--- config.mk ---
export PLATFORM = sky130hd
export DESIGN_NAME = rx_peak_window_reader
export DESIGN_NICKNAME = d
export VERILOG_FILES = /design/src/rtl/rx_peak_window_reader.sv
export SDC_FILE = /design/constraint.sdc
export NUM_CORES = 1
export LEC_CHECK = 0
export BUFFER_PORTS_ARGS = -buffer_cell sky130_fd_sc_hd__buf_2
export CAP_MARGIN = 5
export CORE_MARGIN = 2
export CORE_UTILIZATION = 56
export DETAILED_ROUTE_END_ITERATION = 16
export PLACE_DENSITY = 0.84
export SETUP_SLACK_MARGIN = 0.5
export SYNTH_ARGS = -nofsm -noshare
export SYNTH_HDL_FRONTEND = slang
export SYNTH_SLANG_ARGS = --single-unit
--- constraint.sdc ---
create_clock -name crx_clk -period 7.3 [get_ports crx_clk]
set_clock_uncertainty 0.2 [all_clocks]
set_input_delay 1.46 -clock crx_clk [delete_from_list [all_inputs] [get_ports crx_clk]]
set_output_delay 1.46 -clock crx_clk [all_outputs]
set_load 0.005 [all_outputs]
--- src/rtl/rx_peak_window_reader.sv ---
// Reads each completed ping-pong half from BRAM, peak-aligned, and streams it on valid/ready.
// Optional peak-threshold gating is enabled by defining RX_PEAK_WIN_THRESH_EN.
//
// state   | meaning
// S_IDLE  | waiting for a buffer-flag toggle
// S_ISSUE | BRAM read enable asserted for sample k
// S_CAPT  | BRAM data arriving, registered onto osample
// S_HOLD  | osample valid, waiting for consumer ready
module rx_peak_window_reader #(
  parameter int RAM_BASE_ADDRESS = 0,
  parameter int WIN_LEN          = 128,
  parameter int PEAK_IDX         = 63
) (
  input  logic               crx_clk,
  input  logic               rrx_rst_n,
  input  logic               erx_en,
  input  logic               ibuff_flag,
  input  logic [6:0]         ipeak_pos,
  input  logic signed [31:0] iram_data_out,
  output logic               oram_r_enable,
  output logic [9:0]         oram_r_address,
  output logic signed [31:0] osample,
  output logic               osample_valid,
  input  logic               isample_ready,
  output logic               osample_first,
  output logic               osample_last,
  output logic [6:0]         opeak_pos,
  output logic               obusy,
  output logic               ooverrun
`ifdef RX_PEAK_WIN_THRESH_EN
  ,
  input  logic signed [31:0] ipeak_val,
  input  logic signed [31:0] ithreshold,
  output logic               odropped
`endif
);

  typedef enum logic [1:0] {S_IDLE, S_ISSUE, S_CAPT, S_HOLD} state_t;

  localparam logic [9:0] C_BASE = 10'(RAM_BASE_ADDRESS);
  localparam logic [6:0] C_PEAK = 7'(PEAK_IDX);
  localparam logic [6:0] C_LAST = 7'(WIN_LEN - 1);

  state_t     r_state;
  logic       r_flag_d;
  logic       r_half_hi;
  logic [6:0] r_start;
  logic [6:0] r_k;

  logic       w_swap;
  logic       w_accept;
  logic [6:0] w_start_new;
  logic [6:0] w_k_next;

  assign w_swap      = ibuff_flag ^ r_flag_d;
  assign w_start_new = ipeak_pos - C_PEAK;
  assign w_k_next    = r_k + 7'd1;

`ifdef RX_PEAK_WIN_THRESH_EN
  assign w_accept = (ipeak_val > ithreshold);
`else
  assign w_accept = 1'b1;
`endif

  // Offset wraps inside the 128-entry half, so the window is circular around the peak.
  function automatic logic [9:0] f_addr(input logic half_hi, input logic [6:0] start,
                                        input logic [6:0] k);
    logic [6:0] off;
    off = start + k;
    return C_BASE + {2'b00, half_hi, off};
  endfunction

  always_ff @(posedge crx_clk or negedge rrx_rst_n) begin
    if (!rrx_rst_n) begin
      r_state        <= S_IDLE;
      r_flag_d       <= 1'b0;
      r_half_hi      <= 1'b0;
      r_start        <= '0;
      r_k            <= '0;
      oram_r_enable  <= 1'b0;
      oram_r_address <= '0;
      osample        <= '0;
      osample_valid  <= 1'b0;
      osample_first  <= 1'b0;
      osample_last   <= 1'b0;
      opeak_pos      <= '0;
      obusy          <= 1'b0;
      ooverrun       <= 1'b0;
`ifdef RX_PEAK_WIN_THRESH_EN
      odropped       <= 1'b0;
`endif
    end else begin
      r_flag_d      <= ibuff_flag;
      oram_r_enable <= 1'b0;
      ooverrun      <= 1'b0;
`ifdef RX_PEAK_WIN_THRESH_EN
      odropped      <= 1'b0;
`endif
      if (!erx_en) begin
        r_state       <= S_IDLE;
        osample_valid <= 1'b0;
        osample_first <= 1'b0;
        osample_last  <= 1'b0;
        obusy         <= 1'b0;
      end else begin
        if (w_swap && r_state != S_IDLE) ooverrun <= 1'b1;
        case (r_state)
          S_IDLE: begin
            if (w_swap && w_accept) begin
              // flag==1 means the lower half just completed
              r_half_hi      <= ~ibuff_flag;
              r_start        <= w_start_new;
              r_k            <= '0;
              opeak_pos      <= ipeak_pos;
              obusy          <= 1'b1;
              oram_r_enable  <= 1'b1;
              oram_r_address <= f_addr(~ibuff_flag, w_start_new, 7'd0);
              r_state        <= S_ISSUE;
            end
`ifdef RX_PEAK_WIN_THRESH_EN
            if (w_swap && !w_accept) odropped <= 1'b1;
`endif
          end
          S_ISSUE: r_state <= S_CAPT;
          S_CAPT: begin
            osample       <= iram_data_out;
            osample_valid <= 1'b1;
            osample_first <= (r_k == 7'd0);
            osample_last  <= (r_k == C_LAST);
            r_state       <= S_HOLD;
          end
          S_HOLD: begin
            if (isample_ready) begin
              osample_valid <= 1'b0;
              osample_first <= 1'b0;
              osample_last  <= 1'b0;
              if (r_k == C_LAST) begin
                obusy   <= 1'b0;
                r_state <= S_IDLE;
              end else begin
                r_k            <= w_k_next;
                oram_r_enable  <= 1'b1;
                oram_r_address <= f_addr(r_half_hi, r_start, w_k_next);
                r_state        <= S_ISSUE;
              end
            end
          end
          default: r_state <= S_IDLE;
        endcase
      end
    end
  end

endmodule

Yosys cells after proc, flatten, opt, wreduce, memory -nomap -nowiden --
Cells that the tools add are included.
Operators by class: $add $sub $neg 3, equal/unequal tests 12, muxes and demuxes 32, bitwise operators 2, reduce and logical (&&, ||, !) cells 11
Operator list (number):
- $mux W10 | 3
- $mux W7 | 3
- $pmux W10 S2 | 1
- $mux W1 | 15
- $pmux W7 S2 | 1
- $pmux W1 S2 | 5
- $ne A3 B3 Y1 const B | 3
- $pmux W2 S4 | 1
- $add A7 B1 Y7 const B | 1
- $add A7 B7 Y7 | 1
- $eq A7 B7 Y1 const B | 1
- $logic_not A7 Y1 | 1
- $sub A7 B6 Y7 const B | 1
- $mux W2 | 3
- $ne A2 B2 Y1 const B | 3
- $ne A3 B1 Y1 const B | 2
- $reduce_and A2 Y1 | 3
- $reduce_and A5 Y1 | 1
- $eq A2 B2 Y1 const B | 2
- $reduce_and A4 Y1 | 1
- $reduce_bool A2 Y1 | 2
- $reduce_and A3 Y1 | 1
- $eq A2 B1 Y1 const B | 1
- $logic_not A2 Y1 | 1
- other kinds (3) | 3
Word-level totals: register bits after elaboration 73, input bits 44, output and inout bits 55, logic and storage cells 74

Logic depth before layout (Yosys ltp) --
Gate-level depths: netlist (run 1).
depth after elaboration 5, depth in mapped cells 9, mapped depth without buffers 9

Least setup slack after synthesis (run 1) --
No wires, ideal clock.
kind input to register, start input port erx_en, end register oram_r_address[2], setup time 125 ps, data arrival time 2806 ps, data required time 6975 ps, path slack 4169 ps, stages on the path 5, buffers on the path 1, cell sequence clkbuf_1 -> inv_1 -> a211o_1 -> a211oi_4 -> mux2_4
Between the ends: longest elaborated chain between the ends 1
RTL lines:
- start, declared | RTL line 16 | input logic erx_en,
- $reduce_and A5 Y1 (no source line)
- end signal, assigned | RTL line 117 | oram_r_address <= f_addr(~ibuff_flag, w_start_new, 7'd0);
- end signal, assigned | RTL line 143 | oram_r_address <= f_addr(r_half_hi, r_start, w_k_next);
- end, declared | RTL line 21 | output logic [9:0] oram_r_address,
No other way between the ends. A chain may end at the register's enable or synchronous reset.

Worst setup path after layout (run 1) --
start input port ibuff_flag, end register oram_r_address[6]
Between the ends: longest elaborated chain between the ends 3
RTL lines:
- start, declared | RTL line 17 | input logic ibuff_flag,
- $xor A1 B1 Y1 | RTL line 55 | assign w_swap = ibuff_flag ^ r_flag_d;
- $ne A2 B2 Y1 (no source line)
- $reduce_and A5 Y1 (no source line)
No other way between the ends.

==> results.py, run 1 <==
metrics = {
    "outcome": {
        "status": "completed",
    },
    "drt": {
        "drt_drc_violations_left": 0,
        "firstDrtPassIters": 4,
        "vias": 2534,
        "viasPerCell": 5.449,
        "wl_per_cell_um": 15.83,
        "drt_iter0_drc": 153,
        "ant_nets": 0,
        "drt-total-wl_um": 7363,
    },
    "floorplan": {
        "die_width_um": 81.69,
        "initial_core_util_pct": 57.42,
        "dieArea_um2": 6672,
        "rows": 28,
        "chipHeight_um": 81.69,
        "ios": 99,
        "coreArea_um2": 5886,
    },
    "timing": {
        "fin_crit_ps": 3148,
        "slew_violations": 0,
        "fin_crit_sh_pct": 43.13,
        "setup_tns_ps": 0,
        "max_freq_ghz": 0.3176,
        "tightestPinTransition_ps": 886.1,
        "rsz0062_at_grt": "no",
        "setup_violations": 0,
        "relSlewSlack_pct": 40.93,
        "worst_hold_slack_ps": 279.8,
        "finalHoldViolCount": 0,
    },
    "global_route": {
        "grt_pass1_wl_um": 11370,
        "grt_start_max_net_pins": 72,
        "antenna_found_initial": 0,
        "grt_pass1_vias": 2444,
        "overflow": 0,
        "grt_use_total_pct": 22.92,
    },
    "critical_path": {
        "path_cells": "buf_2 -> xnor2_1 -> a211o_1 -> a211o_1 -> a21boi_0 -> a22oi_1",
        "required_ps": 7320,
        "endpoint_kind": "flip-flop",
        "cp.arrival_ps": 3170,
        "start_kind": "input pin",
        "r2r_start": "r_state[1]",
        "crit_path_max_incr_delay_ps": 470,
        "cp_common_cell": "a211o_1",
        "worst_r2r_path_depth": 6,
        "r2r_slack_ps": 4330,
        "cp_max_fo": 14,
        "regToRegEndpoint": "oram_r_address[6]",
        "cpMaxStageDelayCell": "a211o_1",
        "crit_type": "in2reg",
    },
    "synthesis": {
        "synth_ff_type": "dfrtp_1",
        "ys_types": 45,
        "syn_inst": 286,
        "synthesis.area_um2": 3379,
        "synth_edf_count": 0,
        "ys_warn_count": 0,
        "ys_ff_latch": 71,
        "async_flop_share_pct": 100.0,
        "seq_area_frac_synth_pct": 52.57,
        "syn_avg_cell_area_um2": 11.82,
    },
    "min_path": {
        "worstHoldPathCells": 2,
        "worstHoldEndpoint": "oram_r_address[4]",
        "min_path_type": "reg2reg",
        "hold_start": "oram_r_address[4]",
    },
    "cts": {
        "cts_max_level": 3,
        "cts-resized-gates": 0,
        "clock-root-buffer": "clkbuf_8",
        "holdBufCountCts": 0,
        "cts_buffer_depth": 2,
        "cts_made_buffers": 9,
        "cts.clk_slew.worst_paths_ps": 80,
        "cts_sinks": 71,
        "post_cts_buffers": 0,
        "clk_latency_ps": 350,
        "cts_tree": "built",
    },
    "power_and_ir_drop": {
        "power.density_nw_per_um2": 392.6,
        "peakVddDrop_v": 0.0002329,
        "p_leak_nw": 2.023,
        "total_power_w": 0.001619,
    },
    "flow_run": {
        "cap_violations": 0,
    },
    "placed_design": {
        "routabilityCongestion": 0.9411,
        "hpwl_um": 5191,
        "port_buffers": 96,
    },
    "layout": {
        "final_common_cell": "buf_2",
        "fillers": 432,
        "area_growth_syn_to_layout_pct": 22.03,
        "drive_above_1_share_pct": 41.79,
        "final_cell_mix": "96 x buf_2, 71 x dfrtp_1, 42 x mux2_2",
        "diodes": 0,
        "nets": 444,
    },
}
-- sequential cells by signal, summed over array words and instances (netlist names) --
| signal | flops |
|---|---|
| oram_r_enable | 1 |
| r_state | 2 |
| r_k | 7 |
| r_flag_d | 1 |
| opeak_pos | 7 |
| osample | 32 |
| osample_valid | 1 |
| osample_first | 1 |
| osample_last | 1 |
| obusy | 1 |
| ooverrun | 1 |
| r_start | 7 |
| r_half_hi | 1 |
| oram_r_address | 8 |
-- worst max-delay path by stage --
stage | depth (start not counted) | from | end | slack (ps)
global route | 6 | ibuff_flag | oram_r_address[6] | 4010
global placement | 6 | ibuff_flag | oram_r_address[6] | 3980
finish | 6 | ibuff_flag | oram_r_address[6] | 4150
CTS | 6 | ibuff_flag | oram_r_address[6] | 4170
floorplan | 5 | erx_en | oram_r_address[2] | 4170
detailed placement | 6 | ibuff_flag | oram_r_address[6] | 3910
-- metrics by stage --
stage / area, um^2 / instances / utilization [%] / worst slack [ps]
final: 4124 / 465 / 70.07 / 4152
after global routing: 4124 / 465 / 70.07 / 4008
after CTS: 4124 / 465 / 70.07 / 4172
after detailed placement: 3918 / 449 / 66.56 / 3908
after global placement: 3918 / 449 / 66.56 / 3975
after floorplan: 3383 / 287 / - / 4169
-- logic make-up (layout without fill, tap and decap cells) --
| logic type | after synthesis | after routing | synth area share (%) |
|---|---|---|---|
| xor gates and xnor gates | 14 | 14 | 3.628 |
| AOI/OAI and AO/OA | 58 | 58 | 10.96 |
| adders and majority gates | 15 | 15 | 5.776 |
| DFF | 71 | 71 | 52.57 |
| and+or+nand+nor | 62 | 62 | 8.997 |
| buffers and inverters | 19 | 122 | 2.628 |
| muxes | 46 | 46 | 15.33 |
| other | 1 | 2 | 0.1110 |
-- critical path: cells and delay by family --
kind,cells,cell delay [ps]
AO/OA/AOI/OAI,4,1340
XOR/XNOR,1,220
buffers and inverters,1,130
-- power by group --
part | total, W | switching (W) | internal [W]
logic | 0.000632 | 0.000302 | 0.000330
clock network | 0.000328 | 0.000159 | 0.000169
registers | 0.000659 | 0.0000965 | 0.000563
total | 0.00162 | 0.000557 | 0.00106
-- synth_stat cells (2+ instances only) --
cell,instances,area (um^2)
dfrtp_1,71,1777
nor2b_1,2,12.51
nand2_1,18,67.56
xor2_1,4,35.03
clkbuf_1,4,15.01
xnor2_1,10,87.58
inv_1,7,26.28
a211oi_1,4,30.03
and3_1,2,12.51
nand2b_1,4,25.02
a21o_1,2,15.01
ha_1,14,175.2
o22ai_1,3,18.77
buf_1,3,11.26
a22o_1,3,26.28
nor2_1,22,82.58
o21ai_0,9,45.04
a211o_1,2,17.52
nand3_1,7,35.03
o21bai_1,3,22.52
buf_4,2,15.01
o21ai_1,4,20.02
mux2_2,42,473.0
a31oi_1,3,18.77
a21oi_1,19,95.09
mux2i_1,3,30.03
-- area by class of cell --
cell class / instances / area, um^2 / area share (%)
Multi-Input combinational cell: 197 / 1518 / 36.80
Timing Repair Buffer: 99 / 503.0 / 12.20
Clock buffer: 10 / 137.6 / 3.337
Inverter: 7 / 26.28 / 0.6371
Tap cell: 75 / 93.84 / 2.275
Sequential cell: 71 / 1777 / 43.08
Clock inverter: 6 / 68.82 / 1.669
-- metal layers --
layer | vias to the layer above | wire (um) | share of wire, % | global-route usage (%)
met5 | - | 0 | 0 | 0
met2 | 68 | 3783 | 51 | 35.66
li1 | 1200 | - | - | -
met1 | 1249 | 3082 | 42 | 30.39
met3 | 17 | 292 | 4.0 | 3.956
met4 | 0 | 204 | 2.8 | 13.33
No activity file was read; power rests on OpenSTA's default activity.
==> run 2, diff against run 1 <==
--- a/config.mk
+++ b/config.mk
@@ -8,9 +8,9 @@
 export BUFFER_PORTS_ARGS = -buffer_cell sky130_fd_sc_hd__buf_2
 export CAP_MARGIN = 5
 export CORE_MARGIN = 2
-export CORE_UTILIZATION = 56
+export CORE_UTILIZATION = 52
 export DETAILED_ROUTE_END_ITERATION = 16
-export PLACE_DENSITY = 0.84
+export PLACE_DENSITY = 0.79
 export SETUP_SLACK_MARGIN = 0.5
 export SYNTH_ARGS = -nofsm -noshare
 export SYNTH_HDL_FRONTEND = slang
==> constraint.sdc (replaced) <==
create_clock -name crx_clk -period 2.9 [get_ports crx_clk]
set_clock_uncertainty 0.2 [all_clocks]
set_input_delay 0.58 -clock crx_clk [delete_from_list [all_inputs] [get_ports crx_clk]]
set_output_delay 0.58 -clock crx_clk [all_outputs]
set_load 0.005 [all_outputs]
==> run 2 against run 1 <==
Core utilization decreased by 3.5 points. Register-to-register slack got worse by 3700 ps. Die area increased by 7.3%. Via count decreased by 0.32%. Worst hold slack got worse by 230 ps. Global-route usage decreased by 2.0 points. Critical path depth decreased by 1. Critical path type is now reg2reg.
==> results.py, run 2 (synthesized netlist as in run 1, its figures left out) <==
metrics = {
    "global_route": {
        "antenna_found_initial": 0,
        "grt_use_total_pct": 20.88,
        "grt_start_max_net_pins": 72,
        "overflow": 0,
        "grt_pass1_vias": 2518,
        "grt_pass1_wl_um": 11740,
    },
    "cts": {
        "clk_latency_ps": 330,
        "cts_sinks": 71,
        "cts_made_buffers": 9,
        "cts_buffer_depth": 2,
        "holdBufCountCts": 0,
        "clock-root-buffer": "clkbuf_8",
        "cts.clk_slew.worst_paths_ps": 80,
        "cts_max_level": 3,
        "cts_tree": "built",
    },
    "layout": {
        "nets": 447,
        "regMostFlops": "osample",
        "largest_reg_flops": 32,
        "drive_above_1_share_pct": 45.15,
        "final_cell_mix": "96 x buf_2, 69 x dfrtp_1, 42 x mux2_2",
        "finalNonFillerCells": 469,
        "post-route-cell-area_um2": 4202,
        "final_common_cell": "buf_2",
        "area_growth_syn_to_layout_pct": 24.32,
        "top_regs": "osample: 32 flops, oram_r_address: 8 flops",
        "diodes": 0,
    },
    "placed_design": {
        "port_buffers": 96,
        "placed_cell_area_um2": 3940,
        "dp_cells": 452,
        "hpwl_um": 5163,
        "routabilityCongestion": 0.8903,
    },
    "power_and_ir_drop": {
        "peakVddDrop_v": 0.0005646,
        "netSwitchingFraction_pct": 34.86,
        "p_leak_nw": 2.051,
        "p_seq_share_pct": 41.5,
        "power.density_nw_per_um2": 952.3,
        "combinationalPowerShare_pct": 41.8,
        "clkPwrFrac_pct": 16.7,
        "p_sw_w": 0.001395,
        "p_int_w": 0.002606,
    },
    "critical_path": {
        "required_ps": 2920,
        "r2r_start": "r_state[0]",
        "critPathBufInv": 0,
        "crit_family": "compound AO/OA/AOI/OAI gates",
        "cpMaxStageDelayCell": "dfrtp_1",
        "crit_path_max_incr_delay_ps": 430,
        "cp_max_fo": 8,
        "cp.arrival_ps": 2320,
        "endpoint_kind": "flip-flop",
        "crit_path_start": "r_state[0]",
        "crit_type": "reg2reg",
        "path_cells": "ha_1 -> nor2b_1 -> a211o_1 -> a211oi_4 -> mux2_4",
        "start_kind": "flip-flop",
    },
    "drt": {
        "drt_iter0_drc": 140,
        "ant_nets": 0,
        "viasPerCell": 5.386,
        "vias": 2526,
        "drt_drc_violations_left": 0,
        "firstDrtPassIters": 4,
        "wl_per_cell_um": 15.44,
        "drt-total-wl_um": 7240,
    },
    "timing": {
        "setup_violations": 0,
        "finalHoldViolCount": 0,
        "fin_crit_ps": 2296,
        "worst_hold_slack_ps": 47.98,
        "fin_crit_sh_pct": 79.17,
        "tightestPinTransition_ps": 508.4,
        "slew_violations": 0,
        "setup_tns_ps": 0,
        "relSlewSlack_pct": 65.87,
        "max_freq_ghz": 0.4356,
        "rsz0062_at_grt": "yes",
    },
    "floorplan": {
        "ios": 99,
        "rows": 29,
        "chipHeight_um": 84.62,
        "dieArea_um2": 7160,
        "die_width_um": 84.62,
        "initial_core_util_pct": 53.53,
        "coreArea_um2": 6314,
    },
    "outcome": {
        "status": "completed",
    },
    "min_path": {
        "min_path_type": "in2async",
    },
    "flow_run": {
        "cap_violations": 0,
    },
}
==> run 2: through the flow <==
stage                     setup WS [ps]  utilization [%]  total power [W]
after floorplan                   626.5                -         0.002643
final                             604.2            66.55         0.004001
after detailed placement          375.5            62.41         0.003280
after global routing              484.0            66.55         0.004296
after CTS                         503.7            65.34         0.003981
after global placement            456.8            62.41         0.003194
==> run 2: worst register-to-register path, cell delays in order (launching register included) <==
cell and delay [ps]:
dfrtp_1 430, ha_1 220, nor2b_1 180, a211o_1 380
a211oi_4 430, mux2_4 340
==> run 2: final cells by class <==
cell class | instances | area (um^2)
sequential | 71 | 1779
tap | 77 | 96.34
clock buffer | 9 | 123.9
clock inverter | 6 | 37.54
timing repair buffer | 102 | 550.5
inverter | 7 | 26.28
multi-input combinational | 197 | 1588
fill | 495 | 2112
==> run 2: what timing repair did <==
item | CTS | global route
pin swaps | 0 | 2
buffers inserted | 1 | 1
setup endpoints to repair | 2 | 4
gates resized for setup | 4 | 12
endpoints found under the hold margin | 0 | 0
==> run 2: power groups by stage <==
stage / clock network [W] / logic, W / registers [W]
after CTS: 0.000682 / 0.00164 / 0.00166
final: 0.000667 / 0.00167 / 0.00166
after detailed placement: 0 / 0.00161 / 0.00167
after global placement: 0 / 0.00154 / 0.00165
after global routing: 0.000732 / 0.00185 / 0.00171
after floorplan: 0 / 0.000963 / 0.00168
==> run 2: path summary, 6_finish.rpt <==
check / endpoint / slack, ps / cells after the start
setup reg to reg: oram_r_address[2] / 600 / 5
hold / removal: opeak_pos[2] / 50 / 2
hold reg to reg: oram_r_address[4] / 280 / 2
max in group asynchronous: osample[30] / 2140 / 2
setup / recovery: oram_r_address[2] / 600 / 5
min in group crx_clk: r_flag_d / 220 / 1
==> run 2: metal layers <==
metal  routed length [um]  track usage (%)  vias to the layer above
met4                  206            9.380                        0
met3                  316            4.425                       19
met5                    0                0                        -
li1                     -                -                     1207
met1                 3094            26.69                     1216
met2                 3622            34.29                       84
